File: src/rtl/key_entry_pkg.sv
// Shared types and constants for the key entry transmitter.
package key_entry_pkg;

    // Entry sequence progress.
    typedef enum logic [1:0] {
        IDLE     = 2'd0,
        ENTERING = 2'd1,
        FULL     = 2'd2
    } state_t;

    // One stream beat: digit payload plus sequence terminator flag.
    typedef struct packed {
        logic       last;
        logic [3:0] data;
    } beat_t;

    // Payload carried by the terminator beat.
    localparam logic [3:0] TERM_DATA = 4'h0;

endpackage

File: src/rtl/key_entry_tx_debouncer.sv
// Two-flop synchroniser, level debouncer and press pulse for one
// active-low push-button.
module key_debouncer #(
    parameter int DEBOUNCE_CYCLES = 500000,
    parameter int CNT_W           = 19
) (
    input  logic clk,
    input  logic srst,
    input  logic key_n,
    output logic press
);

    localparam logic [CNT_W-1:0] CNT_LAST = CNT_W'(DEBOUNCE_CYCLES - 1);

    logic [1:0]       sync_reg;
    logic             stable_reg;
    logic [CNT_W-1:0] cnt_reg;
    logic             press_reg;
    logic             level;

    // Synchronised level, converted to active-high (1 = pressed).
    assign level = ~sync_reg[1];
    assign press = press_reg;

    // Synchronise, require a run of differing samples before flipping the
    // stable level, and pulse once on a released->pressed flip.
    always_ff @(posedge clk) begin
        if (srst) begin
            sync_reg   <= 2'b11;
            stable_reg <= 1'b0;
            cnt_reg    <= '0;
            press_reg  <= 1'b0;
        end else begin
            sync_reg  <= {sync_reg[0], key_n};
            press_reg <= 1'b0;
            if (level == stable_reg) begin
                cnt_reg <= '0;
            end else if (cnt_reg == CNT_LAST) begin
                stable_reg <= level;
                cnt_reg    <= '0;
                press_reg  <= level;
            end else begin
                cnt_reg <= cnt_reg + 1'b1;
            end
        end
    end

endmodule

File: src/rtl/key_entry_tx.sv
// Key entry transmitter: debounced entry/submit buttons build digit
// sequences that are queued and streamed out over valid/ready.
module key_entry_tx #(
    parameter int DEBOUNCE_CYCLES = 500000,
    parameter int CNT_W           = 19,
    parameter int MAX_LEN         = 4,
    parameter int DEPTH           = 8
) (
    input  logic       clk,
    input  logic       system_reset,
    input  logic       entry_key_n,
    input  logic       submit_key_n,
    input  logic [3:0] bits,
    output logic [3:0] digit_data,
    output logic       digit_last,
    output logic       digit_valid,
    input  logic       digit_ready,
    output logic [2:0] entry_count,
    output logic       overflow,
    output logic       busy
);
    import key_entry_pkg::*;

    localparam int PTR_W = $clog2(DEPTH);
    localparam int OCC_W = $clog2(DEPTH + 1);
    localparam logic [2:0]       MAX_CNT  = 3'(MAX_LEN);
    localparam logic [PTR_W-1:0] PTR_LAST = PTR_W'(DEPTH - 1);
    localparam logic [OCC_W-1:0] OCC_FULL = OCC_W'(DEPTH);

    // Key events: index 0 = entry, index 1 = submit.
    logic [1:0] key_n;
    logic [1:0] press;

    assign key_n = {submit_key_n, entry_key_n};

    for (genvar gi = 0; gi < 2; gi++) begin : g_key
        key_debouncer #(
            .DEBOUNCE_CYCLES (DEBOUNCE_CYCLES),
            .CNT_W           (CNT_W)
        ) u_debouncer (
            .clk   (clk),
            .srst  (system_reset),
            .key_n (key_n[gi]),
            .press (press[gi])
        );
    end

    logic entry_ev;
    logic submit_ev;
    assign entry_ev  = press[0];
    assign submit_ev = press[1];

    state_t     state_reg, state_next;
    logic [2:0] count_reg, count_next;
    logic       ovf_reg, ovf_next;
    logic       busy_reg;

    beat_t            mem [DEPTH];
    logic [PTR_W-1:0] wr_ptr_reg, rd_ptr_reg;
    logic [OCC_W-1:0] occ_reg, occ_next;
    logic             fifo_full;
    logic             push_en;
    beat_t            push_beat;
    logic             pop;
    beat_t            head;

    assign fifo_full = (occ_reg == OCC_FULL);

    // Sequence control: submit wins over a coincident entry press; drops
    // leave state untouched so the user can retry.
    always_comb begin
        state_next     = state_reg;
        count_next     = count_reg;
        ovf_next       = ovf_reg;
        push_en        = 1'b0;
        push_beat.last = 1'b0;
        push_beat.data = bits;
        if (submit_ev) begin
            if (state_reg != IDLE && !fifo_full) begin
                push_en        = 1'b1;
                push_beat.last = 1'b1;
                push_beat.data = TERM_DATA;
                count_next     = '0;
                ovf_next       = 1'b0;
                state_next     = IDLE;
            end
        end else if (entry_ev) begin
            if (state_reg != FULL && !fifo_full) begin
                push_en    = 1'b1;
                count_next = count_reg + 3'd1;
                state_next = (count_next == MAX_CNT) ? FULL : ENTERING;
            end else begin
                ovf_next = 1'b1;
            end
        end
    end

    // Sequence state registers.
    always_ff @(posedge clk) begin
        if (system_reset) begin
            state_reg <= IDLE;
            count_reg <= '0;
            ovf_reg   <= 1'b0;
        end else begin
            state_reg <= state_next;
            count_reg <= count_next;
            ovf_reg   <= ovf_next;
        end
    end

    // Beat storage; contents need no reset because valid gates the output.
    always_ff @(posedge clk) begin
        if (push_en) begin
            mem[wr_ptr_reg] <= push_beat;
        end
    end

    assign head        = mem[rd_ptr_reg];
    assign digit_valid = (occ_reg != '0);
    assign digit_data  = digit_valid ? head.data : 4'h0;
    assign digit_last  = digit_valid & head.last;
    assign pop         = digit_valid & digit_ready;

    // Occupancy follows push/pop; simultaneous push and pop cancel.
    always_comb begin
        occ_next = occ_reg;
        case ({push_en, pop})
            2'b10:   occ_next = occ_reg + OCC_W'(1);
            2'b01:   occ_next = occ_reg - OCC_W'(1);
            default: occ_next = occ_reg;
        endcase
    end

    // FIFO pointers, occupancy and registered busy flag.
    always_ff @(posedge clk) begin
        if (system_reset) begin
            wr_ptr_reg <= '0;
            rd_ptr_reg <= '0;
            occ_reg    <= '0;
            busy_reg   <= 1'b0;
        end else begin
            if (push_en) begin
                wr_ptr_reg <= (wr_ptr_reg == PTR_LAST) ? '0 : wr_ptr_reg + 1'b1;
            end
            if (pop) begin
                rd_ptr_reg <= (rd_ptr_reg == PTR_LAST) ? '0 : rd_ptr_reg + 1'b1;
            end
            occ_reg  <= occ_next;
            busy_reg <= (occ_next != '0);
        end
    end

    assign entry_count = count_reg;
    assign overflow    = ovf_reg;
    assign busy        = busy_reg;

endmodule

File: config.mk
export PLATFORM = sky130hd
export DESIGN_NAME = key_entry_tx
export DESIGN_NICKNAME = d
export VERILOG_FILES = /design/src/rtl/key_entry_pkg.sv /design/src/rtl/key_entry_tx_debouncer.sv /design/src/rtl/key_entry_tx.sv
export SDC_FILE = /design/constraint.sdc
export NUM_CORES = 1
export LEC_CHECK = 0
export ABC_CLOCK_PERIOD_IN_PS = 3920
export BUFFER_PORTS_ARGS = -buffer_cell sky130_fd_sc_hd__buf_2
export CORE_ASPECT_RATIO = 0.8
export CORE_MARGIN = 5
export CORE_UTILIZATION = 41
export CTS_CLUSTER_DIAMETER = 30
export DETAILED_ROUTE_END_ITERATION = 12
export PLACE_DENSITY = 0.68
export SLEW_MARGIN = 10
export SYNTH_ARGS = -nofsm -noshare
export SYNTH_HDL_FRONTEND = slang
export SYNTH_SLANG_ARGS = --single-unit
File: constraint.sdc
create_clock -name clk -period 3.92 [get_ports clk]
set_clock_uncertainty 0.1 [all_clocks]
set_input_delay 0.784 -clock clk [delete_from_list [all_inputs] [get_ports clk]]
set_output_delay 0.784 -clock clk [all_outputs]
set_load 0.05 [all_outputs]
; ---- Word level (Yosys, flattened, before mapping)
; Memories as Yosys holds them, arrays and structs flattened. A register that Yosys moved wholly into a read port is not among the register bits.
; Index checks and enable logic that the tools add are counted.
[totals]
regBits = 63
ram_bits = 40
in_bits = 9
out_inout_bits = 11
elab_cells = 87
memories = 1
[classes]
addsub = 7
eq_ne = 13
muxes = 27
bitwise = 8
n_reduce_logical = 16
[mem_list]
columns = memory, depth, width, rd, rd_clocked_by_memory_dff, write_ports, line_no
row1 = mem, 8, 5, 1, 1, 1, key_entry_tx.sv:58  ; beat_t mem [DEPTH];
[op_table]
columns = operator, n
row1 = 19-bit by 1-bit adder with 19-bit output (second input constant), 2
row2 = 19-bit == test (second input constant), 2
row3 = 3-bit two-way mux, 8
row4 = 3-bit OR reduction, 4
row5 = 1-bit two-way mux, 10
row6 = 2-bit two-way mux, 5
row7 = 5-bit two-way mux, 2
row8 = 3-bit by 1-bit adder with 3-bit output (second input constant), 3
row9 = 3-bit == test (second input constant), 3
row10 = 4-bit one-hot mux with 2 select lines, 1
row11 = 4-bit nonzero test, 2
row12 = 1-bit NOT, 6
row13 = 3-bit AND reduction, 2
row14 = 2-bit nonzero test, 3
row15 = 4-bit by 1-bit adder with 4-bit output (second input constant), 1
row16 = 4-bit == test (second input constant), 1
row17 = 4-bit two-way mux, 1
row18 = 2-bit != test (second input constant), 2
row19 = 2-bit AND reduction, 2
row20 = 4-bit by 1-bit subtractor with 4-bit output (second input constant), 1
row21 = 1-bit AND, 2
row22 = 1-bit == test, 2
row23 = 2-bit by 1-bit == test with 1-bit output (second input constant), 1
row24 = 2-bit == test (second input constant), 1
row25 = 3 further kinds, 4

; ---- Longest topological paths before layout
[depth]
ltp_word = 9
depth_mapped = 13
depth_no_buf = 12

; ---- Cells and area by module
; A second synthesis with hierarchy kept.
[unflattened]
cells_unflattened = 409
area_unflattened_um2 = 4662.0
[modules_own_cells]
columns = mod, instances, cells_each, area_each_um2, seq_area_each_um2
row1 = key_entry_tx, 1, 185, 2612.5, 1601.5
row2 = key_debouncer, 2, 112, 1024.7, 460.4

; ---- Worst setup path before layout
; Ideal clock, no wire load.
[synth_path]
path_kind = flip-flop to flip-flop
start = register occ_reg[1]
end = register busy_reg (netlist: busy)
setup_ns = 0.134
arrival_time_ns = 3.312
required_time_ns = 3.686
path_slack_ns = 0.374
stages_incl_launch_ff = 14
path_buffers = 1
synth_period_minus_slack_ns = 3.546
cell_sequence = dfxtp_1 -> buf_2 -> nor4_1 -> inv_1 -> nand2_1 -> inv_1 -> ha_1 -> xor2_1 -> ha_1 -> a21oi_1 -> xor2_1 -> or3_1 -> a21oi_1 -> or4_1
[synth_between]
word_cells_on_any_way = 16
classes_between = 2 x add/sub / 3 x eq/ne / 5 x mux / 1 x bitwise / 5 x reduce/logical
[synth_rtl]
columns = item, line_no
row1 = "start, declared", key_entry_tx.sv:60  ; logic [OCC_W-1:0] occ_reg, occ_next;
row2 = "start signal, assigned", key_entry_tx.sv:148  ; occ_reg <= occ_next;
row3 = 4-bit nonzero test (*), key_entry_tx.sv:119  ; assign digit_valid = (occ_reg != '0);
row4 = via digit_valid, key_entry_tx.sv:16  ; output logic digit_valid,
row5 = 1-bit AND (*), key_entry_tx.sv:122  ; assign pop = digit_valid & digit_ready;
row6 = 2-bit by 1-bit == test with 1-bit output or 2-bit == test (tied branches), key_entry_tx.sv:127  ; case ({push_en, pop})
row7 = 4-bit one-hot mux with 2 select lines (*), key_entry_tx.sv:127
row8 = 4-bit nonzero test (*), key_entry_tx.sv:149  ; busy_reg <= (occ_next != '0);
row9 = "end signal, assigned", key_entry_tx.sv:149
row10 = "end, declared", key_entry_tx.sv:56  ; logic busy_reg;
; Mark *: on every way through the listed nets, which the timed path passes. The rest lies on a longest branch.
; A chain may end at the register's enable or synchronous reset.

; ---- Worst setup path after layout
[layout_path]
start = register occ_reg[1]
end = register busy_reg (netlist: busy)
[layout_between]
elab_chain_len = 9
word_cells_on_any_way = 16
classes_between = 2 x add/sub / 3 x eq/ne / 5 x mux / 1 x bitwise / 5 x reduce/logical
[layout_lines]
columns = item, line_no
row1 = 4-bit == test, key_entry_tx.sv:67  ; assign fifo_full = (occ_reg == OCC_FULL);
row2 = 1-bit zero test, "key_entry_tx.sv:79, key_entry_tx.sv:88"
row3 = 1-bit logical AND, key_entry_tx.sv:88  ; if (state_reg != FULL && !fifo_full) begin
row4 = 1-bit two-way mux, key_entry_tx.sv:88
row5 = 1-bit two-way mux, key_entry_tx.sv:87  ; end else if (entry_ev) begin
row6 = 1-bit two-way mux, key_entry_tx.sv:78  ; if (submit_ev) begin
row7 = 2-bit by 1-bit == test with 1-bit output or 2-bit == test (tied branches), key_entry_tx.sv:127
row8 = 4-bit one-hot mux with 2 select lines (*), key_entry_tx.sv:127
row9 = 4-bit nonzero test (*), key_entry_tx.sv:149
; Every way passes the cells marked *; elsewhere a longest branch is shown, timed or not.

==> flow_summary.html <==
<table>
<tr><th>Metric</th><th>Value</th></tr>
<tr><th colspan="2">Status</th></tr>
<tr><td>Status</td><td>completed</td></tr>
<tr><th colspan="2">Timing</th></tr>
<tr><td>Achievable frequency</td><td>slightly above 0.3 GHz</td></tr>
<tr><td>Number of hold violations in the final report</td><td>0</td></tr>
<tr><td>Final setup margin</td><td>roughly 0.63 ns</td></tr>
<tr><td>Number of max-slew violations in the final report</td><td>0</td></tr>
<tr><td>Share of the clock period used by the worst path</td><td>a little over four fifths</td></tr>
<tr><td>Relative slew margins</td><td>37.7%</td></tr>
<tr><td>Total of endpoints with negative setup slack in the final report</td><td>0</td></tr>
<tr><td>Aggregate negative setup slack</td><td>0 ns</td></tr>
<tr><td>Final hold slack</td><td>0.310 ns</td></tr>
<tr><td>Setup repair after global routing missed its margin</td><td>false</td></tr>
<tr><td>Tmin final</td><td>3.29 ns</td></tr>
<tr><td>Pin slew with the least headroom to its limit</td><td>0.933 ns</td></tr>
<tr><th colspan="2">Yosys</th></tr>
<tr><td>Dominant register cell in the synthesized netlist</td><td>dfxtp_1</td></tr>
<tr><td>Total of warnings raised by yosys</td><td>0</td></tr>
<tr><td>Largest cells by area after synthesis</td><td>dfxtp_1 (29%), edfxtp_1 (27%), nor2_1 (6.2%)</td></tr>
<tr><td>Library cell with the largest summed area after synthesis</td><td>dfxtp_1</td></tr>
<tr><td>Number of synthesized flops with an enable pin</td><td>40</td></tr>
<tr><td>Number of distinct standard cells referenced by the synthesized netlist</td><td>45</td></tr>
<tr><td>Cell area after technology mapping</td><td>4520 sq um</td></tr>
<tr><td>Post-synth top cells</td><td>nor2_1 (75), dfxtp_1 (66), edfxtp_1 (40)</td></tr>
<tr><td>Most instantiated library cell after synthesis</td><td>nor2_1</td></tr>
<tr><td>Post-synthesis sequential area ratio</td><td>55.8%</td></tr>
<tr><td>Average cell area after synthesis</td><td>11.1 sq um</td></tr>
<tr><td>Share of synthesized flip-flops with an asynchronous set or reset</td><td>0%</td></tr>
<tr><td>Synthesized flop and latch total</td><td>about 110</td></tr>
<tr><td>Synthesized netlist net count</td><td>426</td></tr>
<tr><td>Synthesized netlist cell count</td><td>between 400 and 500</td></tr>
<tr><td>Proportion of netlist area held by the largest area contributor</td><td>~29%</td></tr>
<tr><th colspan="2">Route</th></tr>
<tr><td>Overall via count from detail_route</td><td>2907</td></tr>
<tr><td>Detailed Route WL</td><td>8100 um</td></tr>
<tr><td>Mean routed wirelength per cell</td><td>14.1 um</td></tr>
<tr><td>Detailed-router iteration count before antenna repair</td><td>4</td></tr>
<tr><td>Post-route DRC</td><td>0</td></tr>
<tr><td>DR iter-0 viols</td><td>224</td></tr>
<tr><td>Count of antenna-violating nets left after detailed routing</td><td>0</td></tr>
<tr><td>Via/cell ratio</td><td>5.06</td></tr>
<tr><th colspan="2">Worst setup path</th></tr>
<tr><td>Worst Path Class, Setup</td><td>reg2reg</td></tr>
<tr><td>Worst-path fanout max</td><td>16</td></tr>
<tr><td>R2R setup slack</td><td>0.63 ns</td></tr>
<tr><td>CP startpoint kind</td><td>flop</td></tr>
<tr><td>R2R cell count</td><td>11</td></tr>
<tr><td>Data required time at the worst endpoint</td><td>around 4.0 ns</td></tr>
<tr><td>Kind of end point of the critical path</td><td>flop</td></tr>
<tr><td>WP data arrival</td><td>3.41 ns</td></tr>
<tr><td>Origin of the critical flop-to-flop path</td><td>occ_reg[1]$_SDFF_PP0_</td></tr>
<tr><td>Endpoint of the worst-slack reg-to-reg timing path</td><td>busy$_SDFF_PP0_</td></tr>
<tr><th colspan="2">Cells and area</th></tr>
<tr><td>Final non-filler cell total</td><td>575</td></tr>
<tr><td>Number of inserted filler cells in the final layout</td><td>963</td></tr>
<tr><td>Share of layout cells above drive strength 1</td><td>13.5%</td></tr>
<tr><td>Largest register FFs</td><td>40</td></tr>
<tr><td>Number of nets at the end of the flow</td><td>between 400 and 500</td></tr>
<tr><td>Fraction of the core area covered by cells at the end of the flow</td><td>46.6%</td></tr>
<tr><td>Area grow syn2layout</td><td>11.7%</td></tr>
<tr><td>Number of diodes</td><td>0</td></tr>
<tr><td>Design area</td><td>5050 sq um</td></tr>
<tr><th colspan="2">Clocking</th></tr>
<tr><td>Clock Pin Slew Worst Setup and Hold Paths</td><td>roughly 0.07 ns</td></tr>
<tr><td>Number of buffers created by CTS</td><td>9</td></tr>
<tr><td>CTS tree</td><td>built</td></tr>
<tr><td>Number of gates given a new drive strength after cts</td><td>0</td></tr>
<tr><td>Number of clock sinks seen by CTS</td><td>106</td></tr>
<tr><td>Worst skew pair latency</td><td>roughly 0.34 ns</td></tr>
<tr><td>Total setup buffers inserted after CTS</td><td>0</td></tr>
<tr><td>Number of buffers on the longest clock path</td><td>2</td></tr>
<tr><td>Root buffer cell</td><td>clkbuf_16</td></tr>
<tr><td>Number of buffers inserted by hold repair at cts</td><td>0</td></tr>
<tr><td>H-tree lvl count</td><td>3</td></tr>
<tr><th colspan="2">Placement</th></tr>
<tr><td>GPL Wtd Cong</td><td>0.809</td></tr>
<tr><td>Total placed instance area</td><td>around 4700 sq um</td></tr>
<tr><td>DP Worst Slack</td><td>0.656 ns</td></tr>
<tr><td>Port buffer count</td><td>19</td></tr>
<tr><td>HPWL after detailed placement</td><td>roughly 5700 um</td></tr>
<tr><td>Instance count after placement with tap cells included</td><td>559</td></tr>
<tr><th colspan="2">Power and ir drop</th></tr>
<tr><td>Maximum VDD drop</td><td>0.221 mV</td></tr>
<tr><td>Power density relative to cell area</td><td>412 nW/um^2</td></tr>
<tr><td>PnR Total Power</td><td>around 2.1 mW</td></tr>
<tr><td>Cell leakage power</td><td>1.74 nW</td></tr>
<tr><th colspan="2">Die</th></tr>
<tr><td>Total number of placement rows</td><td>34</td></tr>
<tr><td>Effective utilization at floorplan</td><td>between 40% and 50%</td></tr>
<tr><td>Die Footprint</td><td>13200 sq um</td></tr>
<tr><td>Area of the core</td><td>10800 sq um</td></tr>
<tr><td>Die extent in y</td><td>104 um</td></tr>
<tr><td>Die extent in x</td><td>about 130 um</td></tr>
<tr><td>Number of top-level design ports</td><td>20</td></tr>
<tr><th colspan="2">Global route</th></tr>
<tr><td>Total routing usage reported by global routing</td><td>about an eighth</td></tr>
<tr><td>Number of global-route vias before repair</td><td>~2800</td></tr>
<tr><td>Pin count of the biggest net entering global routing</td><td>28</td></tr>
<tr><td>Antenna violations before repair</td><td>0</td></tr>
<tr><td>Total congestion overflow after global routing</td><td>0</td></tr>
<tr><td>First-pass GRT wire length</td><td>13700 um</td></tr>
<tr><th colspan="2">Min path</th></tr>
<tr><td>Type of the most critical hold path</td><td>reg2reg</td></tr>
<tr><td>Instance count along the most critical hold path</td><td>1</td></tr>
<tr><td>WHS Endpoint</td><td>g_key[0].u_debouncer.sync_reg[1]$_SDFF_PP1_</td></tr>
<tr><td>Hold_sp</td><td>g_key[0].u_debouncer.sync_reg[0]$_SDFF_PP1_</td></tr>
<tr><th colspan="2">Run</th></tr>
<tr><td>Max-cap violation count</td><td>0</td></tr>
</table>
## critical path: stages (launching register included)
cell and delay [ns]:
dfxtp_1 0.39, nor4b_1 0.44, nor3_1 0.13, inv_1 0.37
ha_1 0.36, xor2_1 0.11, ha_1 0.19, a21oi_1 0.16
xor2_1 0.19, or3_1 0.13, a21oi_1 0.07, or4_1 0.53
## kinds of logic (layout without fill, tap and decap cells)
logic type / count (synthesis) / after routing / share of synthesized area (%)
AO/OA/AOI/OAI: 19 / 19 / 2.52
XOR/XNOR: 40 / 40 / 7.74
adder cells (fa/ha/maj): 11 / 11 / 3.04
buffers and inverters: 25 / 50 / 2.74
flip-flops: 106 / 106 / 55.8
multiplexers: 23 / 23 / 7.88
AND/OR/NAND/NOR: 182 / 182 / 20.3
## area by class of cell
type	instances	area [sq um]	share of cell area, %
Clock buffer	11	254	5.03
Clock inverter	5	52.6	1.04
Inverter	11	41.3	0.817
Multi-Input combinational cell	275	1880	37.2
Sequential cell	106	2520	49.9
Tap cell	144	180	3.57
Timing Repair Buffer	23	125	2.48
## layer usage
metal / global-route usage, % / part of all wire (%) / up-vias / wire length, um
li1: - / - / 1464 / -
met1: 17.0 / 49 / 1391 / 3930
met2: 20.5 / 46 / 42 / 3740
met3: 3.75 / 3.9 / 10 / 316
met4: 3.83 / 1.4 / 0 / 112
met5: 0 / 0 / - / 0
## worst max-delay path by stage
stage / start / to / slack (ns) / cells past startpoint
CTS: occ_reg[1]$_SDFF_PP0_ / busy$_SDFF_PP0_ / 0.64 / 11
global placement: occ_reg[1]$_SDFF_PP0_ / busy$_SDFF_PP0_ / 0.80 / 11
floorplan: occ_reg[1]$_SDFF_PP0_ / busy$_SDFF_PP0_ / 0.37 / 13
global route: occ_reg[1]$_SDFF_PP0_ / busy$_SDFF_PP0_ / 0.32 / 11
detailed placement: occ_reg[1]$_SDFF_PP0_ / busy$_SDFF_PP0_ / 0.66 / 11
finish: occ_reg[1]$_SDFF_PP0_ / busy$_SDFF_PP0_ / 0.63 / 11
## power by group
part / switching, mW / internal (mW) / total [mW]
registers: 0.00236 / 1.14 / 1.14
clock network: 0.378 / 0.531 / 0.909
logic: 0.0185 / 0.00874 / 0.0272
total: 0.399 / 1.68 / 2.08
## layout by cell type (no fill, tap or decap), types with 12 or more instances in the layout
cell      instances
buf_2            19
dfxtp_1          66
edfxtp_1         40
inv_1            12
mux2i_1          12
nand2_1          21
nand3_1          16
nor2_1           75
xnor2_1          25
xor2_1           15
(Power assumes the default switching activity.)
